==> src/rtl/control_multicycle.sv <==
// Multicycle control unit for the accumulator datapath. A CLR/FETCH/EXECUTE/HALT FSM
// with a wait-stated fetch handshake, a CALL/RET return stack and a sticky stack-error flag.
module control_multicycle #(
  parameter int OPERAND_WIDTH     = 11,
  parameter int INSTRUCTION_WIDTH = 16,
  parameter int STACK_DEPTH       = 4
) (
  input  logic                         clock_in,
  input  logic                         reset_in,
  input  logic [INSTRUCTION_WIDTH-1:0] instruction_in,
  input  logic                         instruction_valid_in,
  input  logic                         status_Z_in,
  input  logic                         status_N_in,
  output logic [OPERAND_WIDTH-1:0]     instruction_address_out,
  output logic                         instruction_req_out,
  output logic [OPERAND_WIDTH-1:0]     operand_out,
  output logic [1:0]                   sel_A_out,
  output logic                         sel_B_out,
  output logic                         alu_op_out,
  output logic                         data_memory_wr_out,
  output logic                         acc_wr_out,
  output logic                         status_wr_out,
  output logic                         acc_reset_out,
  output logic                         status_reset_out,
  output logic                         halted_out,
  output logic                         stack_error_out
);

  localparam int OW    = OPERAND_WIDTH;
  localparam int OPC_W = INSTRUCTION_WIDTH - OPERAND_WIDTH;
  localparam int SP_W  = $clog2(STACK_DEPTH + 1);
  localparam int IDX_W = (STACK_DEPTH > 1) ? $clog2(STACK_DEPTH) : 1;

  localparam logic [OPC_W-1:0] OP_HLT  = OPC_W'(8'h00);
  localparam logic [OPC_W-1:0] OP_STO  = OPC_W'(8'h01);
  localparam logic [OPC_W-1:0] OP_LD   = OPC_W'(8'h02);
  localparam logic [OPC_W-1:0] OP_LDI  = OPC_W'(8'h03);
  localparam logic [OPC_W-1:0] OP_ADD  = OPC_W'(8'h04);
  localparam logic [OPC_W-1:0] OP_ADDI = OPC_W'(8'h05);
  localparam logic [OPC_W-1:0] OP_SUB  = OPC_W'(8'h06);
  localparam logic [OPC_W-1:0] OP_SUBI = OPC_W'(8'h07);
  localparam logic [OPC_W-1:0] OP_BEQ  = OPC_W'(8'h08);
  localparam logic [OPC_W-1:0] OP_BNE  = OPC_W'(8'h09);
  localparam logic [OPC_W-1:0] OP_BGT  = OPC_W'(8'h0A);
  localparam logic [OPC_W-1:0] OP_BGE  = OPC_W'(8'h0B);
  localparam logic [OPC_W-1:0] OP_BLT  = OPC_W'(8'h0C);
  localparam logic [OPC_W-1:0] OP_BLE  = OPC_W'(8'h0D);
  localparam logic [OPC_W-1:0] OP_JMP  = OPC_W'(8'h0E);
  localparam logic [OPC_W-1:0] OP_CALL = OPC_W'(8'h0F);
  localparam logic [OPC_W-1:0] OP_RET  = OPC_W'(8'h10);

  typedef enum logic [1:0] {S_CLR, S_FETCH, S_EXECUTE, S_HALT} state_t;

  state_t                       state, state_next;
  logic [OW-1:0]                pc, pc_next, pc_plus1;
  logic [INSTRUCTION_WIDTH-1:0] ir;
  logic [SP_W-1:0]              sp;
  logic                         ir_load, push, pop, err_set;
  logic                         stack_full, stack_empty;
  logic [IDX_W-1:0]             push_idx, top_idx;
  logic [OW-1:0]                stack_mem [2**IDX_W];
  logic [OPC_W-1:0]             opcode;
  logic [OW-1:0]                operand;

  assign opcode      = ir[INSTRUCTION_WIDTH-1:OW];
  assign operand     = ir[OW-1:0];
  assign pc_plus1    = pc + OW'(1);
  assign stack_full  = (sp == SP_W'(STACK_DEPTH));
  assign stack_empty = (sp == '0);
  assign push_idx    = IDX_W'(sp);
  assign top_idx     = IDX_W'(sp - SP_W'(1));

  assign instruction_address_out = pc;
  assign operand_out             = operand;
  assign halted_out              = (state == S_HALT);

  always_comb begin
    // NOTE: every signal driven here gets a default first, so no path can infer a latch.
    state_next          = state;
    pc_next             = pc;
    ir_load             = 1'b0;
    push                = 1'b0;
    pop                 = 1'b0;
    err_set             = 1'b0;
    instruction_req_out = 1'b0;
    sel_A_out           = 2'b00;
    sel_B_out           = 1'b0;
    alu_op_out          = 1'b0;
    data_memory_wr_out  = 1'b0;
    acc_wr_out          = 1'b0;
    status_wr_out       = 1'b0;
    acc_reset_out       = 1'b0;
    status_reset_out    = 1'b0;

    case (state)
      S_CLR: begin
        acc_reset_out    = 1'b1;
        status_reset_out = 1'b1;
        state_next       = S_FETCH;
      end
      S_FETCH: begin
        instruction_req_out = 1'b1;
        if (instruction_valid_in) begin
          ir_load    = 1'b1;
          state_next = S_EXECUTE;
        end
      end
      S_EXECUTE: begin
        state_next = S_FETCH;
        pc_next    = pc_plus1;
        case (opcode)
          OP_HLT: begin
            state_next = S_HALT;
            pc_next    = pc;
          end
          OP_STO: data_memory_wr_out = 1'b1;
          OP_LD:  acc_wr_out = 1'b1;
          OP_LDI: begin
            sel_A_out  = 2'b01;
            acc_wr_out = 1'b1;
          end
          OP_ADD, OP_ADDI, OP_SUB, OP_SUBI: begin
            sel_A_out     = 2'b10;
            sel_B_out     = opcode[0];
            alu_op_out    = opcode[1];
            acc_wr_out    = 1'b1;
            status_wr_out = 1'b1;
          end
          OP_BEQ: if (status_Z_in) pc_next = operand;
          OP_BNE: if (!status_Z_in) pc_next = operand;
          OP_BGT: if (!status_Z_in && !status_N_in) pc_next = operand;
          OP_BGE: if (!status_N_in) pc_next = operand;
          OP_BLT: if (status_N_in) pc_next = operand;
          OP_BLE: if (status_N_in || status_Z_in) pc_next = operand;
          OP_JMP: pc_next = operand;
          OP_CALL: begin
            if (stack_full) begin
              err_set    = 1'b1;
              state_next = S_HALT;
              pc_next    = pc;
            end else begin
              push    = 1'b1;
              pc_next = operand;
            end
          end
          OP_RET: begin
            if (stack_empty) begin
              err_set    = 1'b1;
              state_next = S_HALT;
              pc_next    = pc;
            end else begin
              pop     = 1'b1;
              pc_next = stack_mem[top_idx];
            end
          end
          default: ;
        endcase
      end
      S_HALT: ;
      default: state_next = S_CLR;
    endcase
  end

  always_ff @(posedge clock_in or negedge reset_in) begin
    // NOTE: sequential state uses non-blocking assignments so all flops update together.
    if (!reset_in) begin
      state           <= S_CLR;
      pc              <= '0;
      ir              <= '0;
      sp              <= '0;
      stack_error_out <= 1'b0;
    end else begin
      state <= state_next;
      pc    <= pc_next;
      if (ir_load) ir <= instruction_in;
      if (push)     sp <= sp + SP_W'(1);
      else if (pop) sp <= sp - SP_W'(1);
      if (err_set)  stack_error_out <= 1'b1;
    end
  end

  // NOTE: stack storage has no reset; sp gates every read, so stale entries are never seen.
  always_ff @(posedge clock_in) begin
    if (push) stack_mem[push_idx] <= pc_plus1;
  end

endmodule

==> config.mk <==
export PLATFORM = sky130hd
export DESIGN_NAME = control_multicycle
export DESIGN_NICKNAME = d
export VERILOG_FILES = /design/src/rtl/control_multicycle.sv
export SDC_FILE = /design/constraint.sdc
export NUM_CORES = 1
export LEC_CHECK = 0
export CAP_MARGIN = 20
export CORE_MARGIN = 2
export CORE_UTILIZATION = 57
export DETAILED_ROUTE_END_ITERATION = 10
export GPL_TIMING_DRIVEN = 1
export PLACE_DENSITY = 0.81
export SLEW_MARGIN = 30
export SYNTH_ARGS = -nofsm -noshare
export SYNTH_HDL_FRONTEND = slang
export SYNTH_SLANG_ARGS = --single-unit
==> constraint.sdc <==
create_clock -name clock_in -period 7.73 [get_ports clock_in]
set_clock_uncertainty 0.2 [all_clocks]
set_input_delay 1.9325 -clock clock_in [delete_from_list [all_inputs] [get_ports clock_in]]
set_output_delay 1.9325 -clock clock_in [all_outputs]
set_load 0.01 [all_outputs]
==> results.cfg <==
[die]
rows = 32
core_area_um2 = 7650
die_y_um = 92.3
start_util = 0.580
pin_count = 55
dieArea_um2 = 8510
die_w_um = 92.3

[clock_network]
cts_tree = built
cts.sinks = 77
cts_resized = 0
cts_buffer_depth = 2
root_buffer = clkbuf_8
htree_levels = 3
postCtsSetupRepairBufs = 0
clk_pin_slew_ns = 0.09
cts_hold_buf = 0
clk_latency_ns = 0.36
cts_made_buffers = 9

[detailed_routing]
dr.pass1.iters = 5
detail-route-antenna-nets = 0
vias = 3330
drc_errors = 0
viasPerCell = 6.21
drt-initial-drc-count = 433
wl_per_cell_um = 19.3
routed_wl_mm = 10.4

[setup_path]
reg2regPathDepth = 8
critPathArrivalTime_ns = 2.32
setup.worst_path.start_class = flip-flop
reg2reg_from = sp[0]
crit_cells = 3
critical_path.max_fanout = 29
crit_type = flip-flop to output pin
crit_family = flip-flops
critical_path.max_stage_delay_ns = 0.95
required_ns = 5.60
cp_cell_sequence = nand2_1 -> nor3_1 -> clkdlybuf4s50_1
crit_buf_inv = 1
worst_setup_path_end_kind = output pin
r2r-end = instruction_address_out[2]
r2r_setup_slack_ns = 4.45
crit_path_top_delay_cell = dfrtp_1

[logic_synthesis]
synth_fp_nets = 425
ys_seq_area_frac = 0.484
synth_common_cells = edfxtp_1 (44), nand2_1 (34), dfrtp_1 (33)
yosysMostFrequentCell = edfxtp_1
ys.flop_type = edfxtp_1
ys_warn_count = 0
ys_seq_elements = 77
synth_area_per_cell_um2 = 11.3
postSynthCellCount = 392
synth_top_cell_by_area = edfxtp_1
syn_area_um2 = 4440
synth_top_area_frac = 0.298
synth.distinct_cells = 71
ys_async_sr_fraction = 0.429
synth_edf_count = 44
yosys-top-cells-area = edfxtp_1 (30%), dfrtp_1 (19%), mux4_2 (5.6%), mux2_2 (4.6%), ha_1 (3.4%)

[placed_design]
io_buffers = 54
finalWeightedCongestion = 0.926
dp_hpwl_mm = 7.31
placed_area_um2 = 4920
dp_slack_ns = 3.26

[layout]
area_growth_pct = 15.2
drive_gt1_frac = 0.145
fill_cells = 599
stdcell_area_um2 = 5110
n_antenna_cell = 0
nets = 462

[grt]
top_usage_layer = met2
gr-usage-met3 = 0.0411
grt_pass1_wl_mm = 16.8
use_met1 = 0.360
gr-usage-met2 = 0.412
grt_pass1_vias = 3241
antenna_found_initial = 0
grt_max_degree = 34
grt_use_total = 0.260
overflow = 0

[power_and_ir_drop]
p_leak_uw = 0.00195
power.ir.vdd_worst_uv = 111
power_density_nw_per_um2 = 145
p_total_uw = 744

[timing]
rsz0062_at_grt = no
period_needed_ns = 4.45
final.setup.tns_ns = 0
fmax_ghz = 0.225
fin_ws_ns = 3.28
tightest_slew_ns = 0.936
hold_viol = 0
hold_ws_ns = 0.288
drv_slew = 0
slew_headroom = 0.375
setup_viol = 0
finalCritPeriodShare = 0.576

[run]
maxCapViolations = 0

[hold_path]
hold-path-endpoint = stack_error_out
hold-path-cell-count = 1
hold_class = flip-flop to flip-flop
hold_start = stack_error_out

[status]
status = finished, final reports clean
-- worst register-to-register path, delay by kind of cell (launching register included) --
| kind | cells | cell delay [ns] |
|---|---|---|
| adders and majority gates | 1 | 0.69 |
| AOI/OAI and AO/OA | 4 | 0.66 |
| buffers and inverters | 1 | 0.20 |
| muxes | 1 | 0.41 |
| DFF | 1 | 0.89 |
| and+or+nand+nor | 1 | 0.10 |
-- layer usage --
layer / wire length (um) / part of all wire
met1: 4420 / 0.43
met2: 4930 / 0.48
met3: 813 / 0.078
met4: 204 / 0.020
met5: 0 / 0
-- flip-flops by register name, summed over array words and instances (netlist names) --
register	count
sp	3
ir	16
stack_error_out	1
stack_mem	44
instruction_address_out	11
state	2
-- stage by stage --
step / cells / utilization
finish: 536 / 0.669
global route: 536 / 0.669
CTS: 536 / 0.669
detailed placement: 520 / 0.644
global placement: 520 / 0.644
floorplan: 392 / -
-- layout by cell type (no fill, tap or decap), types with 3 or more instances in the layout --
cell type and instances:
mux4_2 11, inv_1 13, a31oi_1 3, buf_4 4
nand2b_1 4, dfrtp_1 33, nor2_1 32, xor2_1 5
xnor2_1 9, a221oi_1 5, o21ai_1 11, nor3_1 5
ha_1 12, nand4_1 4, o211ai_1 3, o21ai_0 18
nor2b_1 5, clkdlybuf4s50_1 53, a222oi_1 3, clkbuf_8 9
edfxtp_1 44, a21oi_1 15, nand3_1 6, nand2_1 34
and2_1 9, mux2_2 18, and3_1 4, o221ai_1 3
a21boi_0 3
-- logic make-up after synthesis --
group,count (synthesis),synth area share
simple gates,121,0.141
compound gates,93,0.152
fa+ha+maj,12,0.0338
mux,30,0.104
xor+xnor,14,0.0276
buf+inv,45,0.0583
flops,77,0.484
-- worst max path at each step --
| stage | slack (ns) | from | to |
|---|---|---|---|
| after floorplan | 4.23 | status_N_in | instruction_address_out[2] |
| final | 3.28 | ir[12] | sel_A_out[0] |
| after CTS | 3.27 | ir[12] | sel_A_out[0] |
| after global routing | 3.12 | state[0] | alu_op_out |
| after detailed placement | 3.26 | status_Z_in | instruction_address_out[4] |
| after global placement | 3.33 | status_Z_in | instruction_address_out[4] |
-- final cells by class --
cell class	instances	area, um2	area share
sequential	77	2150	0.420
multi-input combinational	270	2030	0.398
timing repair buffer	58	566	0.111
tap	102	128	0.0250
clock buffer	9	124	0.0242
clock inverter	7	68.8	0.0135
inverter	13	48.8	0.00954
-- report_power, final --
part	switching (uW)	internal, uW	total, uW
clock	166	124	290
combinational	11.2	12.1	23.2
sequential	0	430	430
total	177	567	744
Note: power is estimated with default switching activity, not from simulation.
